`src/rtl/jpeg_idct_pkg.sv`:
```
// Shared constants for the JPEG row/column DCT pair: basis magnitudes, the 8x8
// inverse-DCT basis table and the sample/coefficient widths.
package jpeg_idct_pkg;

  localparam int COEF_W = 8;
  localparam int SAMP_W = 8;

  localparam int C1 = 63;
  localparam int C2 = 59;
  localparam int C3 = 53;
  localparam int C4 = 45;
  localparam int C5 = 36;
  localparam int C6 = 24;
  localparam int C7 = 12;

  typedef enum logic [1:0] {
    ST_IDLE = 2'd0,
    ST_CALC = 2'd1,
    ST_DONE = 2'd2
  } idct_state_e;

  // Row n = output sample index, column k = coefficient index.
  localparam logic signed [6:0] BASIS [8][8] = '{
    '{7'(C4),  7'(C1),  7'(C2),  7'(C3),  7'(C4),  7'(C5),  7'(C6),  7'(C7)},
    '{7'(C4),  7'(C3),  7'(C6), -7'(C7), -7'(C4), -7'(C1), -7'(C2), -7'(C5)},
    '{7'(C4),  7'(C5), -7'(C6), -7'(C1), -7'(C4),  7'(C7),  7'(C2),  7'(C3)},
    '{7'(C4),  7'(C7), -7'(C2), -7'(C5),  7'(C4),  7'(C3), -7'(C6), -7'(C1)},
    '{7'(C4), -7'(C7), -7'(C2),  7'(C5),  7'(C4), -7'(C3), -7'(C6),  7'(C1)},
    '{7'(C4), -7'(C5), -7'(C6),  7'(C1), -7'(C4), -7'(C7),  7'(C2), -7'(C3)},
    '{7'(C4), -7'(C3),  7'(C6),  7'(C7), -7'(C4),  7'(C1), -7'(C2),  7'(C5)},
    '{7'(C4), -7'(C1),  7'(C2), -7'(C3),  7'(C4), -7'(C5),  7'(C6), -7'(C7)}
  };

  function automatic logic signed [6:0] idct_basis(input logic [2:0] n, input logic [2:0] k);
    return BASIS[n][k];
  endfunction

endpackage

```
`src/rtl/idct_row_mac.sv`:
```
// Combinational kernel: one spatial sample from 8 coefficients, with the
// rounding shift and signed saturation to SAMP_W bits.
module idct_row_mac
  import jpeg_idct_pkg::*;
#(
  parameter int OUT_SHIFT = 7,
  parameter int ACC_W     = 18
) (
  input  logic [8*COEF_W-1:0] coef,
  input  logic [2:0]          n,
  output logic [SAMP_W-1:0]   y
);

  localparam logic signed [ACC_W-1:0] RND    = ACC_W'(1 << (OUT_SHIFT - 1));
  localparam logic signed [ACC_W-1:0] SAT_HI = ACC_W'(127);
  localparam logic signed [ACC_W-1:0] SAT_LO = -ACC_W'(128);

  logic signed [ACC_W-1:0] acc;
  logic signed [ACC_W-1:0] xe;
  logic signed [ACC_W-1:0] te;
  logic signed [ACC_W-1:0] rnd_sum;
  logic signed [ACC_W-1:0] shifted;
  logic signed [6:0]       t;
  logic [COEF_W-1:0]       x;

  always_comb begin
    acc = '0;
    xe  = '0;
    te  = '0;
    t   = '0;
    x   = '0;
    for (int k = 0; k < 8; k++) begin
      x   = coef[8*COEF_W-1-COEF_W*k -: COEF_W];
      t   = idct_basis(n, k[2:0]);
      xe  = {{(ACC_W-COEF_W){x[COEF_W-1]}}, x};
      te  = {{(ACC_W-7){t[6]}}, t};
      acc = acc + xe * te;
    end
    rnd_sum = acc + RND;
    // Arithmetic shift: rounds half toward +inf after the bias is added.
    shifted = rnd_sum >>> OUT_SHIFT;
    if (shifted > SAT_HI)      y = 8'h7F;
    else if (shifted < SAT_LO) y = 8'h80;
    else                       y = shifted[SAMP_W-1:0];
  end

endmodule

```
`src/rtl/idct_row_inv.sv`:
```
// Inverse 8-point row IDCT: latches a coefficient row, produces one sample per
// cycle through a shared MAC, then holds the finished row until the sink takes it.
module idct_row_inv
  import jpeg_idct_pkg::*;
#(
  parameter int OUT_SHIFT = 7,
  parameter int ACC_W     = 18
) (
  input  logic        clk,
  input  logic        rst,
  input  logic [63:0] in,
  input  logic        in_valid,
  output logic        in_ready,
  output logic [63:0] out,
  output logic        out_valid,
  input  logic        out_ready
);

  // Handshake: a transfer happens on a rising edge where valid && ready; the
  // source holds its data while valid is high and ready is low.

  idct_state_e state_q, state_d;
  logic [2:0]  n_q;
  logic [63:0] coef_q;
  logic [63:0] out_q;
  logic [7:0]  y;

  idct_row_mac #(
    .OUT_SHIFT(OUT_SHIFT),
    .ACC_W    (ACC_W)
  ) u_mac (
    .coef(coef_q),
    .n   (n_q),
    .y   (y)
  );

  always_comb begin
    state_d   = state_q;
    in_ready  = 1'b0;
    out_valid = 1'b0;
    case (state_q)
      ST_IDLE: begin
        in_ready = 1'b1;
        if (in_valid) state_d = ST_CALC;
      end
      ST_CALC: begin
        if (n_q == 3'd7) state_d = ST_DONE;
      end
      ST_DONE: begin
        out_valid = 1'b1;
        if (out_ready) state_d = ST_IDLE;
      end
      default: state_d = ST_IDLE;
    endcase
  end

  always_ff @(posedge clk) begin
    if (rst) begin
      state_q <= ST_IDLE;
      n_q     <= '0;
      coef_q  <= '0;
      out_q   <= '0;
    end else begin
      state_q <= state_d;
      if (state_q == ST_IDLE && in_valid) begin
        coef_q <= in;
        n_q    <= '0;
      end
      if (state_q == ST_CALC) begin
        // out keeps the previous row until byte 0 of the new one lands here.
        for (int b = 0; b < 8; b++) begin
          if (n_q == b[2:0]) out_q[63-8*b -: 8] <= y;
        end
        n_q <= n_q + 3'd1;
      end
    end
  end

  assign out = out_q;

endmodule

```
`config.mk`:
```
export PLATFORM = sky130hd
export DESIGN_NAME = idct_row_inv
export DESIGN_NICKNAME = d
export VERILOG_FILES = /design/src/rtl/jpeg_idct_pkg.sv /design/src/rtl/idct_row_mac.sv /design/src/rtl/idct_row_inv.sv
export SDC_FILE = /design/constraint.sdc
export NUM_CORES = 1
export LEC_CHECK = 0
export ABC_AREA = 1
export ABC_CLOCK_PERIOD_IN_PS = 10140
export CORE_MARGIN = 3
export CORE_UTILIZATION = 63
export CTS_BUF_LIST = sky130_fd_sc_hd__clkbuf_16
export DETAILED_ROUTE_END_ITERATION = 7
export PLACE_DENSITY = 0.92
export RECOVER_POWER = 25
export SYNTH_ARGS = -nofsm -noshare
export SYNTH_HDL_FRONTEND = slang
export SYNTH_SLANG_ARGS = --single-unit
```
`constraint.sdc`:
```
create_clock -name clk -period 10.14 [get_ports clk]
set_input_delay 1.014 -clock clk [delete_from_list [all_inputs] [get_ports clk]]
set_output_delay 1.014 -clock clk [all_outputs]
set_load 0.02 [all_outputs]
```
==> metrics list, run 1 <==
* Half-perimeter wire length after detailed placement: 52.4 mm
- Number of synthesized flops with an enable pin: 0
* Peak clock frequency supported by timing: 104 MHz
- Number of placed I/O pins: 134
- Of the post-synthesis cell area, the part taken by muxes is 0.
- The clock passes through at most 2 buffers.
* Pin count of the biggest net entering global routing: 68
- By startpoint and endpoint, the worst setup path is classified as reg2reg.
- Most common library cell in the layout ignoring fill and taps: sky130_fd_sc_hd__inv_1
* Drt via density: 5.49
* Number of register bits inferred by synthesis: 133
* Share of cells above drive strength 1: 0.0261
- Each instance of the synthesized netlist takes up on average 7.88 µm².
- Setup Skew: 0.0178 ns
- Share of synthesized cell area in and, or, nand and nor gates: 0.146
- Dominant combinational cell family by area after synthesis: adder cells
- Measured on the finished design, the core utilization comes to 0.706.
- Counting distinct cell types in the post-synthesis netlist gives 38.
- In the final routed layout, each cell accounts on average for 17.5 µm.
* Ys async rst share: 0
- The endpoint identified for the worst register-to-register timing path is out[53]$_SDFFE_PP0P_.
* Hold WC Path Type: reg2reg
- The area growth from synthesis to layout is 10.3%.
- The startpoint identified for the worst register-to-register timing path is n_q[2]$_SDFFE_PP0P_.
* Wire length of the first global-routing pass: 106 mm
- Among all stages on the critical path, the largest delay is contributed by sky130_fd_sc_hd__fa_1.
* Seq/Total Area, Yosys: 0.110
* Area of the die: 40800 µm²
- Total placed cells including tap cells: 3655
- After synthesis the cells add up to 24200 µm².
- Of the total synthesized cell area, the portion taken by full adders, half adders and majority gates is 0.481.
- The final reports fail on max-capacitance violations, max-slew violations.
- After global routing the overflow that remains totals 0.
- Number of hold violations in the final report: 0
* Post-layout net count: 3925
* DRC viols: 0
* Combined flip-flop and latch cell area: 2660 µm²
- First drt pass iteration count: 8
- Clock latency on the worst-skew pair, taken at its later pin, is 0.47 ns.
- The clock drives 133 sinks.
* Non-Filler Instances: 3693
* Library cell appearing most often on the critical path: sky130_fd_sc_hd__nand2_1
- Across the run, the number of max-cap violations was 1.
- The worst pin sits at a relative slew slack of -0.489.
- Outcome: complete, but fails checks
* Count of port buffers added during placement: 133
- The floorplan step set the die height to 202 µm.
- CTS clk-pin slew, worst paths: 0.08 ns
- Number of core rows: 71
- Routability-driven placement finished with a final weighted congestion of 0.999.
- Dominant synthesized flop cell: sky130_fd_sc_hd__dfxtp_1
- The detailed router finished its first iteration with 1626 violations.
- After routing, the total negative slack on setup checks comes to 0 ns.
- Critical path capture point: out[53]$_SDFFE_PP0P_
- For flop-to-flop paths, the worst setup slack is 0.51 ns.
* Type of destination of the critical path: flip-flop
- After detailed routing, the total wire length is 64.6 mm.
* Final period util: 0.949
* Worst Reg-to-Reg Cells: 40
- Core ar.: 37800 µm²
- The worst setup path is launched from a flip-flop.
- Net count of the mapped netlist: 3823
- The max-slew violation total from the final report is 48.
- For this run, the number of Yosys warnings is 0.
- Post-synthesis xor/xnor area fraction: 0.0507
- Clock buffers created by TritonCTS: 17
* Initial antenna violation count: 0
* Setup repair after global routing missed its margin: false
- Leaving out fill and tap cells, the most frequent cells in the layout are 811 x sky130_fd_sc_hd__inv_1, 423 x sky130_fd_sc_hd__nand2_1, 400 x sky130_fd_sc_hd__fa_1.
* Crit-path max cell delay: 0.57 ns
* Initial core utilization: 0.640
- Layout fillers: 2604
- Count of mapped cells out of synthesis: 3066
- Synth Area in Compound Gates: 0.0726
- Area of the multi-input gates: 18200 µm²
* Minimum clock period after layout: 9.63 ns
- Critical-path maximum fanout: 17
- In this run the worst setup path begins at n_q[2]$_SDFFE_PP0P_.
- CTS HTree Levels: 4
- The via count of the first global-routing pass was 21.2k.
- For this run, the total global-route usage over all layers was measured as 0.325.
- Antenna violation net count after detailed routing: 0
- CTS tree: built
- For the worst setup path, the data arrival time is 9.98 ns.
- Setup violations remaining at the end of the flow were counted as 0.
- Die X-Extent: 202 µm
- STA puts the critical path data required time at 10.49 ns.
* Least-Margin Pin Slew: 2.23 ns
- The tree is rooted in a sky130_fd_sc_hd__clkbuf_16.
* Count of vias placed by the detailed router: 20.3k
## how the worst min path moves through the flow
stage / to / cells after the start / slack, ns / from
floorplan: coef_q[28]$_SDFFE_PP0P_ / 2 / 0.50 / coef_q[28]$_SDFFE_PP0P_
global placement: out[7]$_SDFFE_PP0P_ / 2 / 0.48 / out[7]$_SDFFE_PP0P_
detailed placement: out[39]$_SDFFE_PP0P_ / 2 / 0.49 / out[39]$_SDFFE_PP0P_
CTS: out[55]$_SDFFE_PP0P_ / 2 / 0.51 / out[55]$_SDFFE_PP0P_
global route: out[23]$_SDFFE_PP0P_ / 2 / 0.53 / out[23]$_SDFFE_PP0P_
finish: out[55]$_SDFFE_PP0P_ / 2 / 0.50 / out[55]$_SDFFE_PP0P_
## metal layers
metal  track usage  wire length, µm  vias to the layer above
li1              -                -                     9323
met1         0.409            24600                     9647
met2         0.519            29500                     1043
met3        0.0907             6890                      250
met4         0.162             3620                        0
met5             0                0                        -
## cell usage after synthesis (2+ instances only)
library cell	count	area, µm²
sky130_fd_sc_hd__inv_1	813	3050
sky130_fd_sc_hd__nand2_1	433	1630
sky130_fd_sc_hd__fa_1	400	8010
sky130_fd_sc_hd__nor2_1	345	1290
sky130_fd_sc_hd__ha_1	289	3620
sky130_fd_sc_hd__a21oi_1	160	801
sky130_fd_sc_hd__dfxtp_1	133	2660
sky130_fd_sc_hd__o21ai_0	107	536
sky130_fd_sc_hd__nand3_1	88	440
sky130_fd_sc_hd__xor2_1	81	709
sky130_fd_sc_hd__xnor2_1	59	517
sky130_fd_sc_hd__clkbuf_1	57	214
sky130_fd_sc_hd__o21a_1	16	120
sky130_fd_sc_hd__nor3_1	14	70.1
sky130_fd_sc_hd__o211ai_1	11	82.6
sky130_fd_sc_hd__o2111ai_1	6	52.6
sky130_fd_sc_hd__a21o_1	5	37.5
sky130_fd_sc_hd__buf_2	5	25.0
sky130_fd_sc_hd__buf_6	5	56.3
sky130_fd_sc_hd__buf_1	4	15.0
sky130_fd_sc_hd__o31ai_1	4	30.0
sky130_fd_sc_hd__or2_2	4	25.0
sky130_fd_sc_hd__a31oi_1	3	18.8
sky130_fd_sc_hd__inv_2	3	11.3
sky130_fd_sc_hd__nor3_2	3	30.0
sky130_fd_sc_hd__o21bai_1	3	22.5
sky130_fd_sc_hd__a211oi_1	2	15.0
sky130_fd_sc_hd__nand2_2	2	12.5
sky130_fd_sc_hd__nor4_1	2	12.5
## cells by family (layout without fill, tap and decap cells)
group / after synthesis / after routing
compound gates: 322 / 322
xor+xnor: 140 / 140
fa+ha+maj: 689 / 689
buf+inv: 888 / 1003
flops: 133 / 133
other cells: 0 / 1
simple gates: 894 / 894
## registers in the layout, summed over array words and instances, names as in the netlist
register	count
state_q	2
coef_q	64
n_q	3
out	64
## per-stage QoR
stage / instance area (µm²) / setup WS [ns] / hold WS [ns]
2_1_floorplan: 24200 / 1.23 / 0.500
3_3_place_gp: 26000 / 0.576 / 0.485
3_5_place_dp: 26000 / 0.243 / 0.488
4_1_cts: 26500 / 0.0883 / 0.505
5_1_grt: 26700 / 0.0184 / 0.530
6_report: 26700 / 0.515 / 0.502
## worst max-delay path, delay by kind of cell (launching register included)
family	cells	cell delay, ns
AO/OA/AOI/OAI	8	1.33
flip-flops	1	0.32
adder cells (fa/ha/maj)	10	4.59
AND/OR/NAND/NOR	13	1.70
XOR/XNOR	1	0.34
buffers and inverters	8	1.21
## final cells by class
class,count,area share
diodes,1,0.0000938
clock inverters,15,0.00582
well taps,511,0.0240
clock buffers,17,0.0160
repair buffers,154,0.0561
multi-input cells,2045,0.683
flip-flops and latches,133,0.0998
inverters,817,0.115
## timing repair
item,CTS,global route
hold buffers,0,0
resized for setup,0,27
endpoints found under the setup margin,0,60
buffers inserted,0,5
Power of run 1 is left out: the tool's default activity adds up to more than one toggle a clock period on the data nets, which glitch-free logic cannot reach.
==> inputs of run 2 (changes only) <==
GPL_ROUTABILITY_DRIVEN = 0   (was unset)
==> run 2 against run 1 <==
Net effect: the run still ends with max-capacitance violations, max-slew violations left; wire length is 3.4% higher; critical path depth up 2; cell count is 0.14% higher; register-to-register slack worse by 0.26 ns; non-clock buffer count increased by 6; clock skew decreased by 0.0021 ns; cell area increased by 0.40%; worst hold slack better by 0.0045 ns; count of clock-buffer cells in the layout did not move; highest routed layer unchanged.
==> metrics list, run 2 (same netlist as run 1, synthesis figures left out) <==
- The hold-critical path endpoint is out[23]$_SDFFE_PP0P_ (was out[55]$_SDFFE_PP0P_).
- # diodes: 0 (was 1)
- The total congestion overflow is 0 (unchanged).
* Pin count of the biggest net entering global routing: 68 (unchanged)
- The leading cell type in the layout, fill and taps excluded is sky130_fd_sc_hd__inv_1 (unchanged).
- Worst Path Class, Setup: reg2reg (unchanged)
- Share of cells above drive strength 1: 0.0295 (was 0.0261)
- Max Slew Vio Count: 51 (was 48)
* Largest buffer count on any clock path: 2 (unchanged)
- The mean number of vias per cell came to 5.63 (was 5.49).
- The total negative setup slack was 0 ns (unchanged).
* Minimum clock period after layout: 9.88 ns (was 9.63 ns)
* Critical path launch point type: flip-flop (unchanged)
- The endpoint of the most critical register-to-register path is out[3]$_SDFFE_PP0P_ (was out[53]$_SDFFE_PP0P_).
- Wire length of the first global-routing pass: 107 mm (was 106 mm)
- First drt pass iteration count: 6 (was 8)
* Sink Count: 133 (unchanged)
- Post-synthesis to final-layout area growth: 10.8% (was 10.3%)
- The number of cells on the worst reg-to-reg path is 42 (was 40).
- Type of destination of the critical path: flip-flop (unchanged)
- The top fanout value on the critical path is 28 (was 17).
- DRC viols: 0 (unchanged)
- Critical Path AT: 10.25 ns (was 9.98 ns)
- Crit-path max cell delay: 0.67 ns (was 0.57 ns)
- Initial core utilization: 0.640 (unchanged)
* Half-perimeter wire length after detailed placement: 52.6 mm (was 52.4 mm)
- The footprint of the multi-input gates was 18200 µm² (about the same).
- Slowest CP cell: sky130_fd_sc_hd__fa_1 (unchanged)
- Hold path startpoint: out[23]$_SDFFE_PP0P_ (was out[55]$_SDFFE_PP0P_)
* Hold WC Path Type: reg2reg (unchanged)
- CTS tree: built (unchanged)
- Number of hold violations in the final report: 0 (unchanged)
- Least-Margin Pin Slew: 1.51 ns (was 2.23 ns)
- The average wire length per cell after detail routing is 18.1 µm (was 17.5 µm).
* Die Ht: 202 µm (unchanged)
* Combined flip-flop and latch cell area: 2660 µm² (unchanged)
- Origin of the critical flop-to-flop path: n_q[0]$_SDFFE_PP0P_ (was n_q[2]$_SDFFE_PP0P_)
- Area of the die: 40800 µm² (unchanged)
- Total of endpoints with negative setup slack in the final report: 0 (unchanged)
- The number of filler instances in the final layout was 2486 (was 2604).
* Worst-case register-to-register setup slack: 0.26 ns (was 0.51 ns)
- Most frequent cells in the layout: 809 x sky130_fd_sc_hd__inv_1, 423 x sky130_fd_sc_hd__nand2_1, 400 x sky130_fd_sc_hd__fa_1 (was 811 x sky130_fd_sc_hd__inv_1, 423 x sky130_fd_sc_hd__nand2_1, 400 x sky130_fd_sc_hd__fa_1)
- The DRC marker count from the first detailed-route iteration is 2502 (was 1626).
- Post-layout net count: 3931 (was 3925)
- Setup Skew: 0.0157 ns (was 0.0178 ns)
- Count of port buffers added during placement: 133 (unchanged)
* Number of placed I/O pins: 134 (unchanged)
- Overall routing resource usage: 0.327 (was 0.325)
* Clock latency reported for the late side of the worst-skew pair: 0.48 ns (was 0.47 ns)
- Peak clock frequency supported by timing: 101 MHz (was 104 MHz)
- Total placed cells including tap cells: 3656 (was 3655)
- The portion of the clock cycle consumed by the worst path in the final layout is 0.974 (was 0.949).
* Maxcap violations: 1 (unchanged)
- Required time at the endpoint of the critical path: 10.51 ns (was 10.49 ns)
- Violations in the final reports: max-capacitance violations, max-slew violations (unchanged)
- Library cell used as clock root buffer: sky130_fd_sc_hd__clkbuf_16 (unchanged)
* Library cell appearing most often on the critical path: sky130_fd_sc_hd__nand2_1 (unchanged)
* Number of cells traversed by the worst hold path: 2 (unchanged)
* CTS HTree Levels: 4 (unchanged)
* Routed Wire Length: 66.8 mm (was 64.6 mm)
- Via count of the first global-routing pass: 21.7k (was 21.2k)
- The number of clock buffers inserted by TritonCTS came to 17 (unchanged).
* Antenna violation net count after detailed routing: 0 (unchanged)
- Worst relative slew slack: -0.00773 (was -0.489)
* Non-Filler Instances: 3698 (was 3693)
* Core ar.: 37800 µm² (unchanged)
* Initial antenna violation count: 1 (was 0)
- Outcome: complete, but fails checks (unchanged).
* CTS clk-pin slew, worst paths: 0.08 ns (about the same)
- The row count was 71 (unchanged).
* Die X-Extent: 202 µm (unchanged)
- The total number of vias was 20.8k (was 20.3k).
[run 2: critical path, delay by kind of cell, from the launching register on]
kind | cells | cell delay (ns)
adder cells (fa/ha/maj) | 11 | 5.15
AND/OR/NAND/NOR | 16 | 2.07
buffers and inverters | 10 | 1.08
AO/OA/AOI/OAI | 4 | 0.74
flip-flops | 1 | 0.38
XOR/XNOR | 1 | 0.32
[run 2: stage by stage]
step                      cell area, µm²  worst slack (ns)  hold WS, ns  utilization
after floorplan                    24200              1.23        0.500            -
after global placement             26000             0.627        0.484        0.688
after detailed placement           26000             0.252        0.490        0.688
after CTS                          26600             0.157        0.514        0.704
after global routing               26800            -0.257        0.538        0.709
final                              26800             0.260        0.507        0.709
[run 2: final cells by class]
class | count | share of cell area
clock buffer | 17 | 0.0159
inverter | 817 | 0.115
clock inverter | 15 | 0.00678
multi-input combinational | 2045 | 0.681
timing repair buffer | 160 | 0.0584
sequential | 133 | 0.0994
tap | 511 | 0.0239
[run 2: how the worst max path moves through the flow]
stage	startpoint	end	slack, ns	depth (start not counted)
2_1_floorplan	n_q[0]$_SDFFE_PP0P_	out[43]$_SDFFE_PP0P_	1.23	46
3_3_place_gp	n_q[1]$_SDFFE_PP0P_	out[0]$_SDFFE_PP0P_	0.63	43
3_5_place_dp	n_q[1]$_SDFFE_PP0P_	out[29]$_SDFFE_PP0P_	0.25	43
4_1_cts	n_q[1]$_SDFFE_PP0P_	out[27]$_SDFFE_PP0P_	0.16	43
5_1_grt	n_q[0]$_SDFFE_PP0P_	out[28]$_SDFFE_PP0P_	-0.26	43
6_report	n_q[0]$_SDFFE_PP0P_	out[3]$_SDFFE_PP0P_	0.26	42
[run 2: routing by layer]
metal,global-route usage,up-vias,part of all wire
li1,-,9333,-
met1,0.416,9805,0.37
met2,0.530,1366,0.46
met3,0.0736,324,0.11
met4,0.163,0,0.063
met5,0,-,0
[run 2: timing repair]
action / CTS / global route
setup buffers: 0 / 9
hold buffers: 0 / 0
setup endpoints to repair: 0 / 60
resized for setup: 0 / 28
Power of run 2 is left out for the same reason.
